===== config.mk =====
export PLATFORM = sky130hd
export DESIGN_NAME = traffic_conflict_monitor_flat
export DESIGN_NICKNAME = d
export VERILOG_FILES = /design/src/rtl/traffic_conflict_monitor_if.sv /design/src/rtl/traffic_conflict_monitor.sv /design/src/flat_wrapper.sv
export SDC_FILE = /design/constraint.sdc
export NUM_CORES = 1
export LEC_CHECK = 0
export BUFFER_PORTS_ARGS = -buffer_cell sky130_fd_sc_hd__clkbuf_2
export CAP_MARGIN = 20
export CORE_MARGIN = 3
export CORE_UTILIZATION = 55
export DETAILED_ROUTE_END_ITERATION = 16
export PLACE_DENSITY = 0.72
export SLEW_MARGIN = 0
export SYNTH_ARGS = -nofsm -noshare
export SYNTH_HDL_FRONTEND = slang
export SYNTH_SLANG_ARGS = --single-unit
export TNS_END_PERCENT = 5

===== constraint.sdc =====
create_clock -name clk -period 2 [get_ports clk]
set_input_delay 0.4 -clock clk [delete_from_list [all_inputs] [get_ports clk]]
set_output_delay 0.4 -clock clk [all_outputs]
set_load 0.02 [all_outputs]

===== src/rtl/traffic_conflict_monitor_if.sv =====
// Lamp-code sampling and fault-reporting signals between the lamp-drive tap and the monitor.
// The master side drives the sampled codes and acknowledge; the slave side (the monitor) reports the fault.
interface traffic_conflict_monitor_if;
  logic [1:0] highway;
  logic [1:0] cross_road;
  logic       fault_ack;
  logic       fault;
  logic [2:0] fault_code;
  logic       flash;

  modport master (
    output highway, cross_road, fault_ack,
    input  fault, fault_code, flash
  );

  modport slave (
    input  highway, cross_road, fault_ack,
    output fault, fault_code, flash
  );
endinterface


===== src/rtl/traffic_conflict_monitor.sv =====
// Independent safety monitor for traffic-light lamp codes: checks aspect rules every clock,
// latches the first violation and flashes until it is acknowledged with both roads red.
module traffic_conflict_monitor #(
  parameter int MIN_YELLOW = 3,
  parameter int MIN_ALLRED = 2,
  parameter int FLASH_DIV  = 8
) (
  input logic                       clk,
  input logic                       clear,
  traffic_conflict_monitor_if.slave bus
);
  localparam logic [1:0]  RED        = 2'b00;
  localparam logic [1:0]  YEL        = 2'b01;
  localparam logic [1:0]  GRN        = 2'b10;
  localparam logic [1:0]  INV        = 2'b11;
  localparam logic [7:0]  MIN_YEL_C  = 8'(MIN_YELLOW);
  localparam logic [7:0]  MIN_CLR_C  = 8'(MIN_ALLRED);
  localparam logic [15:0] FLASH_TC   = 16'(FLASH_DIV - 1);

  typedef enum logic [1:0] {ST_ARM = 2'd0, ST_RUN = 2'd1, ST_FAULT = 2'd2} state_t;

  typedef enum logic [2:0] {
    C_NONE      = 3'd0,
    C_INVALID   = 3'd1,
    C_CONFLICT  = 3'd2,
    C_BAD_SEQ   = 3'd3,
    C_SHORT_YEL = 3'd4,
    C_SHORT_CLR = 3'd5
  } code_t;

  state_t      state_r;
  logic [1:0]  prev_hw_r;
  logic [1:0]  prev_cr_r;
  logic [7:0]  yel_hw_r;
  logic [7:0]  yel_cr_r;
  logic [7:0]  allred_r;
  logic [15:0] flash_cnt_r;
  logic        fault_r;
  logic [2:0]  code_r;
  logic        flash_r;

  code_t       viol_s;
  logic        both_red_s;
  logic        prev_both_red_s;
  logic        ack_ok_s;

  function automatic logic bad_step(input logic [1:0] prev, input logic [1:0] cur);
    return ((prev == GRN) && (cur == RED)) ||
           ((prev == YEL) && (cur == GRN)) ||
           ((prev == RED) && (cur == YEL));
  endfunction

  function automatic logic short_yellow(input logic [1:0] prev, input logic [1:0] cur,
                                        input logic [7:0] cnt);
    return (prev == YEL) && (cur == RED) && (cnt < MIN_YEL_C);
  endfunction

  // A run counter restarts at 1 on the arm sample or after a miss, and saturates at 255.
  function automatic logic [7:0] run_next(input logic hit, input logic load, input logic [7:0] cnt);
    logic [7:0] nxt;
    if (!hit) begin
      nxt = 8'd0;
    end else if (load) begin
      nxt = 8'd1;
    end else if (cnt == 8'hFF) begin
      nxt = 8'hFF;
    end else begin
      nxt = cnt + 8'd1;
    end
    return nxt;
  endfunction

  // Classify the current sample; only invalid/conflict are checked before the monitor is armed.
  always_comb begin
    both_red_s      = (bus.highway == RED) && (bus.cross_road == RED);
    prev_both_red_s = (prev_hw_r == RED) && (prev_cr_r == RED);
    ack_ok_s        = bus.fault_ack && both_red_s;
    viol_s          = C_NONE;
    if ((bus.highway == INV) || (bus.cross_road == INV)) begin
      viol_s = C_INVALID;
    end else if ((bus.highway != RED) && (bus.cross_road != RED)) begin
      viol_s = C_CONFLICT;
    end else if (state_r != ST_RUN) begin
      viol_s = C_NONE;
    end else if (bad_step(prev_hw_r, bus.highway) || bad_step(prev_cr_r, bus.cross_road)) begin
      viol_s = C_BAD_SEQ;
    end else if (short_yellow(prev_hw_r, bus.highway, yel_hw_r) ||
                 short_yellow(prev_cr_r, bus.cross_road, yel_cr_r)) begin
      viol_s = C_SHORT_YEL;
    end else if ((((prev_hw_r == RED) && (bus.highway == GRN)) ||
                  ((prev_cr_r == RED) && (bus.cross_road == GRN))) &&
                 prev_both_red_s && (allred_r < MIN_CLR_C)) begin
      viol_s = C_SHORT_CLR;
    end else begin
      viol_s = C_NONE;
    end
  end

  // Monitor FSM with history registers, fault latch and flash divider.
  always_ff @(posedge clk or posedge clear) begin
    if (clear) begin
      state_r     <= ST_ARM;
      prev_hw_r   <= RED;
      prev_cr_r   <= RED;
      yel_hw_r    <= 8'd0;
      yel_cr_r    <= 8'd0;
      allred_r    <= 8'd0;
      flash_cnt_r <= 16'd0;
      fault_r     <= 1'b0;
      code_r      <= 3'd0;
      flash_r     <= 1'b0;
    end else begin
      case (state_r)
        ST_ARM, ST_RUN: begin
          prev_hw_r <= bus.highway;
          prev_cr_r <= bus.cross_road;
          yel_hw_r  <= run_next(bus.highway == YEL, state_r == ST_ARM, yel_hw_r);
          yel_cr_r  <= run_next(bus.cross_road == YEL, state_r == ST_ARM, yel_cr_r);
          allred_r  <= run_next(both_red_s, state_r == ST_ARM, allred_r);
          if (viol_s != C_NONE) begin
            state_r     <= ST_FAULT;
            fault_r     <= 1'b1;
            code_r      <= viol_s;
            flash_r     <= 1'b1;
            flash_cnt_r <= 16'd0;
          end else begin
            state_r <= ST_RUN;
          end
        end
        ST_FAULT: begin
          if (ack_ok_s) begin
            state_r     <= ST_ARM;
            fault_r     <= 1'b0;
            code_r      <= 3'd0;
            flash_r     <= 1'b0;
            flash_cnt_r <= 16'd0;
          end else if (flash_cnt_r == FLASH_TC) begin
            flash_r     <= ~flash_r;
            flash_cnt_r <= 16'd0;
          end else begin
            flash_cnt_r <= flash_cnt_r + 16'd1;
          end
        end
        default: begin
          state_r     <= ST_ARM;
          fault_r     <= 1'b0;
          code_r      <= 3'd0;
          flash_r     <= 1'b0;
          flash_cnt_r <= 16'd0;
        end
      endcase
    end
  end

  assign bus.fault      = fault_r;
  assign bus.fault_code = code_r;
  assign bus.flash      = flash_r;
endmodule


===== src/flat_wrapper.sv =====
// flat-port wrapper written by rule: the top's interface ports become plain ports
module traffic_conflict_monitor_flat 
#(
  parameter int MIN_YELLOW = 3,
  parameter int MIN_ALLRED = 2,
  parameter int FLASH_DIV  = 8
)
  (clk, clear, bus_highway, bus_cross_road, bus_fault_ack, bus_fault, bus_fault_code, bus_flash);
  traffic_conflict_monitor_if bus_i ();
  input logic clk;
  input logic clear;
  input wire logic [$bits(bus_i.highway)-1:0] bus_highway;
  input wire logic [$bits(bus_i.cross_road)-1:0] bus_cross_road;
  input wire logic [$bits(bus_i.fault_ack)-1:0] bus_fault_ack;
  output wire logic [$bits(bus_i.fault)-1:0] bus_fault;
  output wire logic [$bits(bus_i.fault_code)-1:0] bus_fault_code;
  output wire logic [$bits(bus_i.flash)-1:0] bus_flash;
  assign bus_i.highway = bus_highway;
  assign bus_i.cross_road = bus_cross_road;
  assign bus_i.fault_ack = bus_fault_ack;
  assign bus_fault = bus_i.fault;
  assign bus_fault_code = bus_i.fault_code;
  assign bus_flash = bus_i.flash;
  traffic_conflict_monitor #(.MIN_YELLOW(MIN_YELLOW), .MIN_ALLRED(MIN_ALLRED), .FLASH_DIV(FLASH_DIV)) u_core (.clk(clk), .clear(clear), .bus(bus_i));
endmodule

======== Yosys cells after proc, flatten, opt, wreduce, memory -nomap -nowiden ========
Cells that the tools add are included.
operators by class
  $add $sub $neg .......................... 4
  magnitude comparators ................... 3
  eq/ne operators ......................... 20
  multiplexer cells ....................... 31
  bitwise gates (word level) .............. 1
  reduce and logical (&&, ||, !) cells .... 37
operators by type and width
  cell                     count
  $mux W8                  9
  $mux W16                 3
  $pmux W16 S2             1
  $add A8 B1 Y8 const B    3
  $eq A8 B8 Y1 const B     3
  $lt A8 B2 Y1 const B     3
  $mux W3                  8
  $logic_and A1 B1 Y1      18
  $add A16 B1 Y16 const B  1
  $eq A16 B3 Y1 const B    1
  $eq A2 B2 Y1 const B     7
  $eq A2 B1 Y1 const B     5
  $logic_not A2 Y1         5
  $logic_or A1 B1 Y1       8
  $ne A2 B1 Y1 const B     3
  $pmux W3 S2              1
  $mux W1                  4
  $mux W2                  2
  $pmux W1 S2              2
  $pmux W2 S2              1
  $reduce_and A2 Y1        2
  $reduce_bool A2 Y1       2
  $ne A3 B1 Y1 const B     1
  $reduce_bool A3 Y1       1
  other kinds (2)          2
word-level totals
  register bits ........................... 51
  input port bits ......................... 7
  output and inout bits ................... 5
  word-level logic and storage cells ...... 106

======== Logic depth before layout (Yosys ltp) ========
Gate-level depths: netlist of run 1.
  depth after elaboration ................. 14
  gate-level depth with buffers ........... 8
  depth with buffers taken out ............ 6

======== Least setup slack after synthesis of run 1 ========
No wires, ideal clock.
  path kind ............................... input port to flip-flop
  from .................................... in bus_highway[1]
  to ...................................... reg u_core.flash_cnt_r[1]
  data arrival time ....................... 1.722 ns
  path slack .............................. 0.157 ns
  cell stages on the path ................. 7
  buffers on the path ..................... 3
  cell sequence ........................... buf_2 > nor4_4 > a211oi_2 > and2_1 > buf_4 > buf_4 > a32o_1
on the way
  cells in the longest elaborated chain, start to end .. 13
  elaborated cells on any way between the ends .. 32
  those cells by class .................... 4 x eq/ne; 8 x mux; 20 x reduce/logical
ends and longest elaborated chain
  item                           RTL line                                                        text
  from (decl)                    flat_wrapper.sv:12                                              input wire logic [$bits(bus_i.highway)-1:0] bus_highway;
  $eq A2 B2 Y1                   traffic_conflict_monitor.sv:49, traffic_conflict_monitor.sv:90
  $logic_and A1 B1 Y1            traffic_conflict_monitor.sv:90                                  end else if ((((prev_hw_r == RED) && (bus.highway == GRN)) ||
  $logic_or A1 B1 Y1             traffic_conflict_monitor.sv:90
  $logic_and A1 B1 Y1            traffic_conflict_monitor.sv:91                                  ((prev_cr_r == RED) && (bus.cross_road == GRN))) &&
  $logic_and A1 B1 Y1            traffic_conflict_monitor.sv:92                                  prev_both_red_s && (allred_r < MIN_CLR_C)) begin
  $mux W3                        traffic_conflict_monitor.sv:90
  $mux W3                        traffic_conflict_monitor.sv:87                                  end else if (short_yellow(prev_hw_r, bus.highway, yel_hw_r) ||
  $mux W3                        traffic_conflict_monitor.sv:85                                  end else if (bad_step(prev_hw_r, bus.highway) || bad_step(prev_cr_r, bus.cross_road)) begin
  $mux W3                        traffic_conflict_monitor.sv:83                                  end else if (state_r != ST_RUN) begin
  $mux W3                        traffic_conflict_monitor.sv:81                                  end else if ((bus.highway != RED) && (bus.cross_road != RED)) begin
  $mux W3                        traffic_conflict_monitor.sv:79                                  if ((bus.highway == INV) || (bus.cross_road == INV)) begin
  $reduce_bool A3 Y1             traffic_conflict_monitor.sv:120                                 if (viol_s != C_NONE) begin
  $ne A2 B1 Y1 (no source line)  n/a
  to (signal assigned)           traffic_conflict_monitor.sv:141                                 flash_cnt_r <= flash_cnt_r + 16'd1;
  to (decl)                      traffic_conflict_monitor.sv:37                                  logic [15:0] flash_cnt_r;
Several ways; a longest one is shown, not always the timed one.
A chain may end at the register's enable or synchronous reset.

======== Worst setup path in the final report of run 1 ========
  from .................................... reg u_core.prev_cr_r[1]
  to ...................................... reg u_core.flash_cnt_r[1]
on the way
  cells in the longest elaborated chain, start to end .. 13
  elaborated cells on any way between the ends .. 25
  those cells by class .................... 3 x eq/ne; 6 x mux; 16 x reduce/logical
ends and longest elaborated chain
  item                               RTL line                                                                                        text
  from (decl)                        traffic_conflict_monitor.sv:33                                                                  logic [1:0] prev_cr_r;
  from (signal assigned)             traffic_conflict_monitor.sv:116                                                                 prev_cr_r <= bus.cross_road;
  $logic_not A2 Y1                   traffic_conflict_monitor.sv:50, traffic_conflict_monitor.sv:76, traffic_conflict_monitor.sv:91
  $logic_and A1 B1 Y1                traffic_conflict_monitor.sv:91
  $logic_or A1 B1 Y1                 traffic_conflict_monitor.sv:90
  $logic_and A1 B1 Y1                traffic_conflict_monitor.sv:91
  $logic_and A1 B1 Y1                traffic_conflict_monitor.sv:92
  $mux W3                            traffic_conflict_monitor.sv:90
  $mux W3                            traffic_conflict_monitor.sv:87
  $mux W3 (*)                        traffic_conflict_monitor.sv:85
  $mux W3 (*)                        traffic_conflict_monitor.sv:83
  $mux W3 (*)                        traffic_conflict_monitor.sv:81
  $mux W3 (*)                        traffic_conflict_monitor.sv:79
  $reduce_bool A3 Y1 (*)             traffic_conflict_monitor.sv:120
  $ne A2 B1 Y1 (no source line) (*)  n/a
Mark *: on every way between the ends. The rest lies on a longest branch, timed or not.

==> results of run 1 <==
[kinds of logic after synthesis]
logic type | count (synthesis)
compound gates | 108
xor+xnor | 1
fa+ha+maj | 4
buf+inv | 28
flops | 51
mux | 7
simple gates | 139
[worst max-delay path: cells and delay by family (launching register included)]
family | cells | cell delay (ns)
compound gates | 4 | 1.17
flops | 1 | 0.40
simple gates | 1 | 0.22
[state kept, by name, indices dropped and copies added, names as in the netlist]
register,count
u_core.allred_r,8
u_core.flash_cnt_r,16
u_core.yel_cr_r,8
u_core.bus.fault_code,3
u_core.prev_hw_r,2
u_core.state_r,2
u_core.yel_hw_r,8
u_core.bus.flash,1
u_core.bus.fault,1
u_core.prev_cr_r,2
[power groups by stage]
stage / sequential [mW] / combinational [mW] / clock, mW
finish: 1.39 / 1.11 / 0.670
global route: 1.41 / 1.25 / 0.728
CTS: 1.38 / 1.10 / 0.687
detailed placement: 1.40 / 1.09 / 0
global placement: 1.40 / 1.07 / 0
floorplan: 1.36 / 0.841 / 0
[metal layers]
metal	up-vias	share of wire, %	wire, um	track usage [%]
met2	31	48	3085	36.81
met3	9	2.7	176	3.160
li1	1278	-	-	-
met1	1274	48	3127	29.98
met5	-	0	0	0
met4	0	1.3	81	7.560
[Yosys cell counts, drive strengths merged, types with 3 or more instances]
library cell / instances
dfrtp: 51
nor2: 36
nand2: 31
a21oi: 27
o21ai: 27
nand3: 17
a31oi: 13
inv: 11
and3: 10
buf: 9
clkbuf: 8
nor3: 8
nor4: 8
nor2b: 6
a41oi: 5
nand2b: 5
nand4: 5
o21a: 5
and2: 4
ha: 4
mux2: 4
o22a: 4
a22o: 3
a32o: 3
mux2i: 3
o31ai: 3
[final timing paths]
| kind | startpoint | to | slack [ns] | cells after the start |
|---|---|---|---|---|
| min reg2reg | u_core.flash_cnt_r[15] | u_core.flash_cnt_r[15] | 0.50 | 1 |
| max | u_core.prev_cr_r[1] | u_core.flash_cnt_r[1] | 0.15 | 5 |
| min in group clk | bus_fault_ack | u_core.bus.fault | 0.46 | 4 |
| max reg2reg | u_core.prev_cr_r[1] | u_core.flash_cnt_r[1] | 0.15 | 5 |
| min | clear | u_core.yel_cr_r[7] | 0.1 | 3 |
| max in group asynchronous | clear | u_core.allred_r[1] | 1.65 | 3 |
[stage by stage]
stage	setup slack (ns)	power (mW)
2_1_floorplan	0.1569	2.204
3_3_place_gp	0.01197	2.470
3_5_place_dp	0.0003269	2.493
4_1_cts	0.03343	3.170
5_1_grt	0.03217	3.392
6_report	0.1468	3.170
[layout make-up]
cell class	instances	area [sq um]	share of cell area, %
clock buffers	7	96.34	2.970
inverters	11	41.29	1.273
multi-input cells	259	1578	48.63
repair buffers	23	157.7	4.859
flip-flops and latches	51	1276	39.34
clock inverters	1	7.507	0.2314
well taps	70	87.58	2.700
[placed cells by master, fill, tap and decap left out, drive strengths merged, types with 5 or more instances in the layout]
| master | Yosys | routed |
|---|---|---|
| a21oi | 27 | 27 |
| a41oi | 5 | 5 |
| a31oi | 13 | 13 |
| o21ai | 27 | 27 |
| nand4 | 5 | 5 |
| clkbuf | 8 | 18 |
| nor3 | 8 | 8 |
| nand3 | 17 | 17 |
| nand2b | 5 | 5 |
| o21a | 5 | 5 |
| dfrtp | 51 | 51 |
| buf | 9 | 12 |
| nor2b | 6 | 6 |
| and3 | 10 | 10 |
| nand2 | 31 | 31 |
| nor2 | 36 | 36 |
| nor4 | 8 | 8 |
| inv | 11 | 11 |
==> impl_results.html, run 1 <==
<table>
<tr><th>Metric</th><th>Value</th></tr>
<tr><th colspan="2">Synthesis</th></tr>
<tr><td>Post-synthesis instance area</td><td>0.002980 sq mm</td></tr>
<tr><td>Proportion of netlist area held by the largest area contributor</td><td>42.82%</td></tr>
<tr><td>Leading post-synthesis cells by cell area</td><td>sky130_fd_sc_hd__dfrtp_1, sky130_fd_sc_hd__a21oi_1, sky130_fd_sc_hd__nor2_1</td></tr>
<tr><td>Complex-gate fraction of the synthesized area</td><td>between 20% and 30%</td></tr>
<tr><td>Post-synthesis area per instance</td><td>8.818 sq um</td></tr>
<tr><td>Synth Area in XOR/XNOR</td><td>0.2939%</td></tr>
<tr><td>Post-Synth Adder-Cell Area</td><td>roughly 1.7%</td></tr>
<tr><td>Number of distinct standard cells referenced by the synthesized netlist</td><td>55</td></tr>
<tr><td>Sequential fraction of the synthesis area</td><td>42.82%</td></tr>
<tr><td>Combinational family with the most area after synthesis</td><td>compound AO/OA/AOI/OAI gates</td></tr>
<tr><td>Register bit total from synthesis</td><td>51</td></tr>
<tr><td>Mapped Cells</td><td>338</td></tr>
<tr><td>Library cell with the largest summed area after synthesis</td><td>sky130_fd_sc_hd__dfrtp_1</td></tr>
<tr><td>Yosys warning total</td><td>0</td></tr>
<tr><td>Async set-or-reset flop fraction in the synthesized netlist</td><td>100.0%</td></tr>
<tr><td>Number of flops mapped to enable cells by yosys</td><td>0</td></tr>
<tr><td>Mux contribution to synthesized area</td><td>2.519%</td></tr>
<tr><td>Synthesized-area fraction occupied by and/or/nand/nor cells</td><td>23.76%</td></tr>
<tr><td>Most instantiated flip-flop cell in the synthesis netlist</td><td>sky130_fd_sc_hd__dfrtp_1</td></tr>
<tr><td>Synthesized net count</td><td>349</td></tr>
<tr><th colspan="2">Drt</th></tr>
<tr><td>Via count</td><td>around 2,600</td></tr>
<tr><td>DR vias/cell</td><td>6.142</td></tr>
<tr><td>Final ANT Viol Nets</td><td>0</td></tr>
<tr><td>Routed WL</td><td>6472 um</td></tr>
<tr><td>DRC violation total after the first TritonRoute iteration</td><td>184</td></tr>
<tr><td>DRC violations left</td><td>0</td></tr>
<tr><td>Iteration count of the initial detailed-routing pass</td><td>4</td></tr>
<tr><td>Final routed wire length divided by cell count</td><td>15.34 um</td></tr>
<tr><th colspan="2">Power and ir drop</th></tr>
<tr><td>Power density over the cells</td><td>977.2 mW/mm^2</td></tr>
<tr><td>Design internal power</td><td>1.978 mW</td></tr>
<tr><td>Static Leakage</td><td>1.422 nW</td></tr>
<tr><td>Logic gate share of total power</td><td>35.1%</td></tr>
<tr><td>Net switching power</td><td>1.193 mW</td></tr>
<tr><td>Relative contribution of sequential cells to total power</td><td>between 40 and 50%</td></tr>
<tr><td>Worst-case vdd ir drop</td><td>563.0 uV</td></tr>
<tr><td>Portion of total power attributed to the clock network</td><td>21.1%</td></tr>
<tr><td>Switching fraction of total power</td><td>37.62%</td></tr>
<tr><th colspan="2">Run</th></tr>
<tr><td>Maxcap violations</td><td>0</td></tr>
<tr><th colspan="2">Floorplan</th></tr>
<tr><td>Starting density of the core</td><td>57.62%</td></tr>
<tr><td>FP Rows</td><td>26</td></tr>
<tr><td>Die area</td><td>0.006338 sq mm</td></tr>
<tr><td>Area of the placeable core</td><td>just over 0.005 sq mm</td></tr>
<tr><td>X dimension of the die</td><td>approximately 80 um</td></tr>
<tr><td>DIE HEIGHT</td><td>between 70 and 80 um</td></tr>
<tr><td>Boundary Pins</td><td>12</td></tr>
<tr><th colspan="2">Placed design</th></tr>
<tr><td>Post-Place Cells</td><td>just over 400</td></tr>
<tr><td>Routability Congestion</td><td>around 0.83</td></tr>
<tr><td>Dpl hpwl</td><td>4372 um</td></tr>
<tr><td>Number of port buffers</td><td>11</td></tr>
<tr><td>Placed cell areas</td><td>0.003132 sq mm</td></tr>
<tr><th colspan="2">STA</th></tr>
<tr><td>Max-slew headroom at the worst pin</td><td>68.68%</td></tr>
<tr><td>WHS</td><td>a little under 0.1 ns</td></tr>
<tr><td>Tightest Pin Transition</td><td>around 0.47 ns</td></tr>
<tr><td>Unrepaired setup endpoints after global routing</td><td>no</td></tr>
<tr><td>Share of the clock period used by the worst path</td><td>roughly 93%</td></tr>
<tr><td>Max-slew violation total from the final report</td><td>0</td></tr>
<tr><td>Final Hold Vio Count</td><td>0</td></tr>
<tr><td>Top achievable clock speed</td><td>around 540 MHz</td></tr>
<tr><td>Min cycle time layout</td><td>1.853 ns</td></tr>
<tr><td>Clock Skew</td><td>0.007081 ns</td></tr>
<tr><td>Final TNS setup</td><td>0 ns</td></tr>
<tr><td>Setup-violating endpoint count in the final report</td><td>0</td></tr>
<tr><th colspan="2">Layout</th></tr>
<tr><td>Number of fill cells</td><td>457</td></tr>
<tr><td>Utilization after layout</td><td>62.72%</td></tr>
<tr><td>Area Growth Syn to Fin</td><td>8.858%</td></tr>
<tr><td>Final Net Count</td><td>362</td></tr>
<tr><td>Ratio of cells with drive above 1 in the final layout</td><td>a little over an eighth</td></tr>
<tr><td>Number of diodes added for antenna fixing</td><td>0</td></tr>
<tr><td>Non-Filler Cell Area, Final</td><td>0.003244 sq mm</td></tr>
<tr><td>Finished Layout Cells</td><td>422</td></tr>
<tr><th colspan="2">Global routing</th></tr>
<tr><td>Vias in the first global route</td><td>between 2,000 and 2,500</td></tr>
<tr><td>Global Route Usage Sum</td><td>roughly 22%</td></tr>
<tr><td>Pin count of the biggest net entering global routing</td><td>52</td></tr>
<tr><td>Initial antenna violation count</td><td>0</td></tr>
<tr><td>Global route total overflow</td><td>0</td></tr>
<tr><td>Global-route wire length before repair</td><td>11,330 um</td></tr>
<tr><th colspan="2">Setup path</th></tr>
<tr><td>Required arrival time at the worst endpoint</td><td>2.25 ns</td></tr>
<tr><td>Kind of start point of the critical path</td><td>flop</td></tr>
<tr><td>Crit path capture type</td><td>flop</td></tr>
<tr><td>WP data arrival</td><td>2.10 ns</td></tr>
<tr><td>Worst Setup Path Type</td><td>flop to flop</td></tr>
<tr><td>Largest fanout of any net on the critical path</td><td>6</td></tr>
<tr><td>Slowest stage cell, crit path</td><td>sky130_fd_sc_hd__a221oi_1</td></tr>
<tr><td>Highest cell delay on the worst timing path</td><td>0.45 ns</td></tr>
<tr><td>CP Cell Sequence</td><td>and2b_1 -&gt; a221oi_2 -&gt; o21ai_2 -&gt; a221oi_1 -&gt; a32o_1</td></tr>
<tr><th colspan="2">CTS</th></tr>
<tr><td>Number of buffers on the longest clock path</td><td>2</td></tr>
<tr><td>Number of hold buffers added after CTS</td><td>0</td></tr>
<tr><td>Clock tree from TritonCTS</td><td>done</td></tr>
<tr><td>Count of clock tree sinks</td><td>51</td></tr>
<tr><td>CTS Buf Count</td><td>5</td></tr>
<tr><td>Setup Fix Bufs, Post-CTS</td><td>0</td></tr>
<tr><td>Clk_lat worst skew</td><td>0.31 ns</td></tr>
<tr><td>Number of gates given a new drive strength after cts</td><td>0</td></tr>
<tr><td>Maximum level of the CTS H-tree</td><td>2</td></tr>
<tr><td>Clock tree root buffer cell</td><td>sky130_fd_sc_hd__clkbuf_8</td></tr>
<tr><td>Register clock-pin slew on the reported worst setup and hold paths</td><td>0.10 ns</td></tr>
<tr><th colspan="2">Hold path</th></tr>
<tr><td>Class of the worst hold path</td><td>input pin to asynchronous set/reset pin</td></tr>
<tr><th colspan="2">Status</th></tr>
<tr><td>Outcome</td><td>finished, final reports clean</td></tr>
</table>
No activity file was read; power rests on OpenSTA's default activity.
==> inputs of run 2 (changes only) <==
--- a/config.mk
+++ b/config.mk
@@ -7,10 +7,12 @@
 export LEC_CHECK = 0
 export BUFFER_PORTS_ARGS = -buffer_cell sky130_fd_sc_hd__clkbuf_2
 export CAP_MARGIN = 20
+export CELL_PAD_IN_SITES_DETAIL_PLACEMENT = 1
+export CELL_PAD_IN_SITES_GLOBAL_PLACEMENT = 1
 export CORE_MARGIN = 3
-export CORE_UTILIZATION = 55
+export CORE_UTILIZATION = 47
 export DETAILED_ROUTE_END_ITERATION = 16
-export PLACE_DENSITY = 0.72
+export PLACE_DENSITY_LB_ADDON = 0.1
 export SLEW_MARGIN = 0
 export SYNTH_ARGS = -nofsm -noshare
 export SYNTH_HDL_FRONTEND = slang
==> run 2 against run 1 <==
  * Combinational power increased by 7%
  * Power increased by 5.4%
  * Die area increased by 16%
  * Wire length increased by 22%
  * Largest power group unchanged
  * Highest routed layer unchanged
==> impl_results.html, run 2 (same netlist as run 1, synthesis figures left out) <==
<table>
<tr><th>Metric</th><th>Value</th></tr>
<tr><th colspan="2">Layout</th></tr>
<tr><td>Finished Layout Cells</td><td>431 (+2.1%)</td></tr>
<tr><td>Max reg flops</td><td>16 (unchanged)</td></tr>
<tr><td>Number of diodes added for antenna fixing</td><td>0 (unchanged)</td></tr>
<tr><td>Most common cell after layout, fill and taps aside</td><td>sky130_fd_sc_hd__dfrtp_1</td></tr>
<tr><td>Number of fill cells</td><td>737 (+61%)</td></tr>
<tr><td>Ratio of cells with drive above 1 in the final layout</td><td>14.61% (+1.3 points)</td></tr>
<tr><td>Area Growth Syn to Fin</td><td>10.71%</td></tr>
<tr><td>Final Net Count</td><td>366 (+1.1%)</td></tr>
<tr><td>Area of combinational cells with multiple inputs</td><td>0.001595 sq mm (+1.1%)</td></tr>
<tr><td>Largest reg by FF count</td><td>u_core.flash_cnt_r</td></tr>
<tr><td>Most frequent cells in the layout</td><td>sky130_fd_sc_hd__dfrtp_1, sky130_fd_sc_hd__nor2_1, sky130_fd_sc_hd__nand2_1</td></tr>
<tr><td>Footprint of the flip-flops and latches</td><td>0.001276 sq mm (unchanged)</td></tr>
<tr><th colspan="2">STA</th></tr>
<tr><td>Unrepaired setup endpoints after global routing</td><td>yes</td></tr>
<tr><td>Tightest Pin Transition</td><td>0.5379 ns (+0.06982 ns)</td></tr>
<tr><td>Final Hold Vio Count</td><td>0 (unchanged)</td></tr>
<tr><td>Clock Skew</td><td>0.007342 ns (+0.0002610 ns)</td></tr>
<tr><td>Max-slew violation total from the final report</td><td>0 (unchanged)</td></tr>
<tr><td>Top achievable clock speed</td><td>532.5 MHz (-1.3%)</td></tr>
<tr><td>Setup-violating endpoint count in the final report</td><td>0 (unchanged)</td></tr>
<tr><td>Max-slew headroom at the worst pin</td><td>63.63% (-5.0 points)</td></tr>
<tr><td>Min cycle time layout</td><td>1.878 ns (+0.02471 ns)</td></tr>
<tr><td>Share of the clock period used by the worst path</td><td>93.89% (+1.2 points)</td></tr>
<tr><th colspan="2">Status</th></tr>
<tr><td>Outcome</td><td>finished, final reports clean</td></tr>
<tr><th colspan="2">Floorplan</th></tr>
<tr><td>DIE HEIGHT</td><td>85.63 um (+7.6%)</td></tr>
<tr><td>FP Rows</td><td>28 (+7.7%)</td></tr>
<tr><td>X dimension of the die</td><td>85.63 um (+7.6%)</td></tr>
<tr><td>Area of the placeable core</td><td>0.006026 sq mm (+16%)</td></tr>
<tr><td>Boundary Pins</td><td>12 (unchanged)</td></tr>
<tr><td>Die area</td><td>0.007333 sq mm (+16%)</td></tr>
<tr><td>Starting density of the core</td><td>49.46% (-8.2 points)</td></tr>
<tr><th colspan="2">Global routing</th></tr>
<tr><td>Vias in the first global route</td><td>2,813 (+14%)</td></tr>
<tr><td>Global route total overflow</td><td>0 (unchanged)</td></tr>
<tr><td>Pin count of the biggest net entering global routing</td><td>23 (-56%)</td></tr>
<tr><td>Initial antenna violation count</td><td>0 (unchanged)</td></tr>
<tr><td>Global-route wire length before repair</td><td>13,750 um (+21%)</td></tr>
<tr><td>Global Route Usage Sum</td><td>23.02% (+0.74 points)</td></tr>
<tr><th colspan="2">Placed design</th></tr>
<tr><td>Routability Congestion</td><td>0.7951 (-4.4%)</td></tr>
<tr><td>Post-Place Cells</td><td>423 (+2.2%)</td></tr>
<tr><td>Number of port buffers</td><td>11 (unchanged)</td></tr>
<tr><td>Dpl hpwl</td><td>5821 um (+33%)</td></tr>
<tr><th colspan="2">Drt</th></tr>
<tr><td>Routed WL</td><td>7903 um (+22%)</td></tr>
<tr><td>DRC violations left</td><td>0 (unchanged)</td></tr>
<tr><td>DR vias/cell</td><td>6.216 (+1.2%)</td></tr>
<tr><td>Via count</td><td>2,679 (+3.4%)</td></tr>
<tr><td>Final ANT Viol Nets</td><td>0 (unchanged)</td></tr>
<tr><td>Final routed wire length divided by cell count</td><td>18.34 um (+20%)</td></tr>
<tr><td>DRC violation total after the first TritonRoute iteration</td><td>196 (+6.5%)</td></tr>
<tr><td>Iteration count of the initial detailed-routing pass</td><td>4 (unchanged)</td></tr>
<tr><th colspan="2">CTS</th></tr>
<tr><td>CTS Buf Count</td><td>5 (unchanged)</td></tr>
<tr><td>Clk_lat worst skew</td><td>0.31 ns (about the same)</td></tr>
<tr><td>Number of hold buffers added after CTS</td><td>0 (unchanged)</td></tr>
<tr><td>Number of buffers on the longest clock path</td><td>2 (unchanged)</td></tr>
<tr><td>Setup Fix Bufs, Post-CTS</td><td>0 (unchanged)</td></tr>
<tr><td>Clock tree from TritonCTS</td><td>done</td></tr>
<tr><td>Count of clock tree sinks</td><td>51 (unchanged)</td></tr>
<tr><td>Register clock-pin slew on the reported worst setup and hold paths</td><td>0.10 ns (about the same)</td></tr>
<tr><td>Clock tree root buffer cell</td><td>sky130_fd_sc_hd__clkbuf_8</td></tr>
<tr><td>Maximum level of the CTS H-tree</td><td>2 (unchanged)</td></tr>
<tr><th colspan="2">Power and ir drop</th></tr>
<tr><td>Power density over the cells</td><td>1013 mW/mm^2 (+3.7%)</td></tr>
<tr><td>Static Leakage</td><td>1.451 nW (+2.0%)</td></tr>
<tr><td>Worst-case vdd ir drop</td><td>560.6 uV (-0.43%)</td></tr>
<tr><td>Overall power of the completed layout</td><td>3.342 mW (+5.4%)</td></tr>
<tr><th colspan="2">Run</th></tr>
<tr><td>Maxcap violations</td><td>0 (unchanged)</td></tr>
<tr><th colspan="2">Setup path</th></tr>
<tr><td>Crit path capture type</td><td>flop</td></tr>
<tr><td>Kind of start point of the critical path</td><td>flop</td></tr>
<tr><td>Largest fanout of any net on the critical path</td><td>6 (unchanged)</td></tr>
<tr><td>Required arrival time at the worst endpoint</td><td>2.21 ns (-0.04 ns)</td></tr>
<tr><td>Worst Setup Path Type</td><td>flop to flop</td></tr>
<tr><td>WP data arrival</td><td>2.08 ns (-0.02 ns)</td></tr>
<tr><th colspan="2">Hold path</th></tr>
<tr><td>Class of the worst hold path</td><td>input pin to asynchronous set/reset pin</td></tr>
</table>
## run 2: changes by cell type in the layout (fill, tap and decap cells not counted), sizes merged
cell      previous run  this run
bufinv               0         1
clkinv               0         1
buf                 12        16
clkbuf              18        17
clkinvlp             1         0
## run 2: timing repair
| item | in CTS | in global routing |
|---|---|---|
| setup endpoints to repair | 1 | 20 |
| resized for setup | 1 | 4 |
| endpoints found under the hold margin | 0 | 0 |
## run 2: worst max-delay path, stage by stage (launching register included)
cell	delay, ns
sky130_fd_sc_hd__dfrtp_1	0.43
sky130_fd_sc_hd__ha_1	0.31
sky130_fd_sc_hd__nor4_2	0.22
sky130_fd_sc_hd__nand3_1	0.14
sky130_fd_sc_hd__nand3_1	0.23
sky130_fd_sc_hd__a221oi_1	0.16
sky130_fd_sc_hd__a32o_1	0.29
## run 2: stage by stage
| step | hold WS (ns) | TNS (ns) | util, % | cell area [sq um] | setup WS, ns |
|---|---|---|---|---|---|
| 2_1_floorplan | 0.4538 | 0 | - | 2980 | 0.1569 |
| 3_3_place_gp | 0.4102 | -0.01754 | 52.37 | 3156 | -0.008953 |
| 3_5_place_dp | 0.4063 | -0.7293 | 52.37 | 3156 | -0.1368 |
| 4_1_cts | 0.07141 | 0 | 54.34 | 3274 | 0.04527 |
| 5_1_grt | 0.08268 | -0.009637 | 54.75 | 3299 | -0.009637 |
| 6_report | 0.05824 | 0 | 54.75 | 3299 | 0.1221 |
## run 2: area by class of cell
cell class                 instances  share of cell area [%]
clock buffer                       6                   2.503
multi-input combinational        259                   48.35
sequential                        51                   38.68
timing repair buffer              27                   5.309
clock inverter                     2                   1.062
tap                               75                   2.844
inverter                          11                   1.251
## run 2: power by group
part | switching [mW] | total [mW] | internal [mW]
sequential | 0.194 | 1.39 | 1.19
clock | 0.363 | 0.769 | 0.406
combinational | 0.706 | 1.19 | 0.479
## run 2: layer usage
layer  part of all wire, %  track usage, %  vias up
met5                     0               0        -
met4                   1.1           5.324        0
met3                   3.3           3.074        7
met2                    50           39.83       48
met1                    46           30.66     1341
li1                      -               -     1283
## run 2: worst paths after layout
kind,depth (start not counted),endpoint,slack (ns),from
worst max-delay path,6,u_core.flash_cnt_r[1],0.12,u_core.yel_hw_r[0]
max in group asynchronous,3,u_core.prev_hw_r[1],1.28,clear
worst min register to register,1,u_core.flash_cnt_r[15],0.51,u_core.flash_cnt_r[15]
min in group clk,4,u_core.bus.fault,0.47,bus_fault_ack
worst max register to register,6,u_core.flash_cnt_r[1],0.12,u_core.yel_hw_r[0]
worst min-delay path,2,u_core.flash_cnt_r[1],0.06,clear
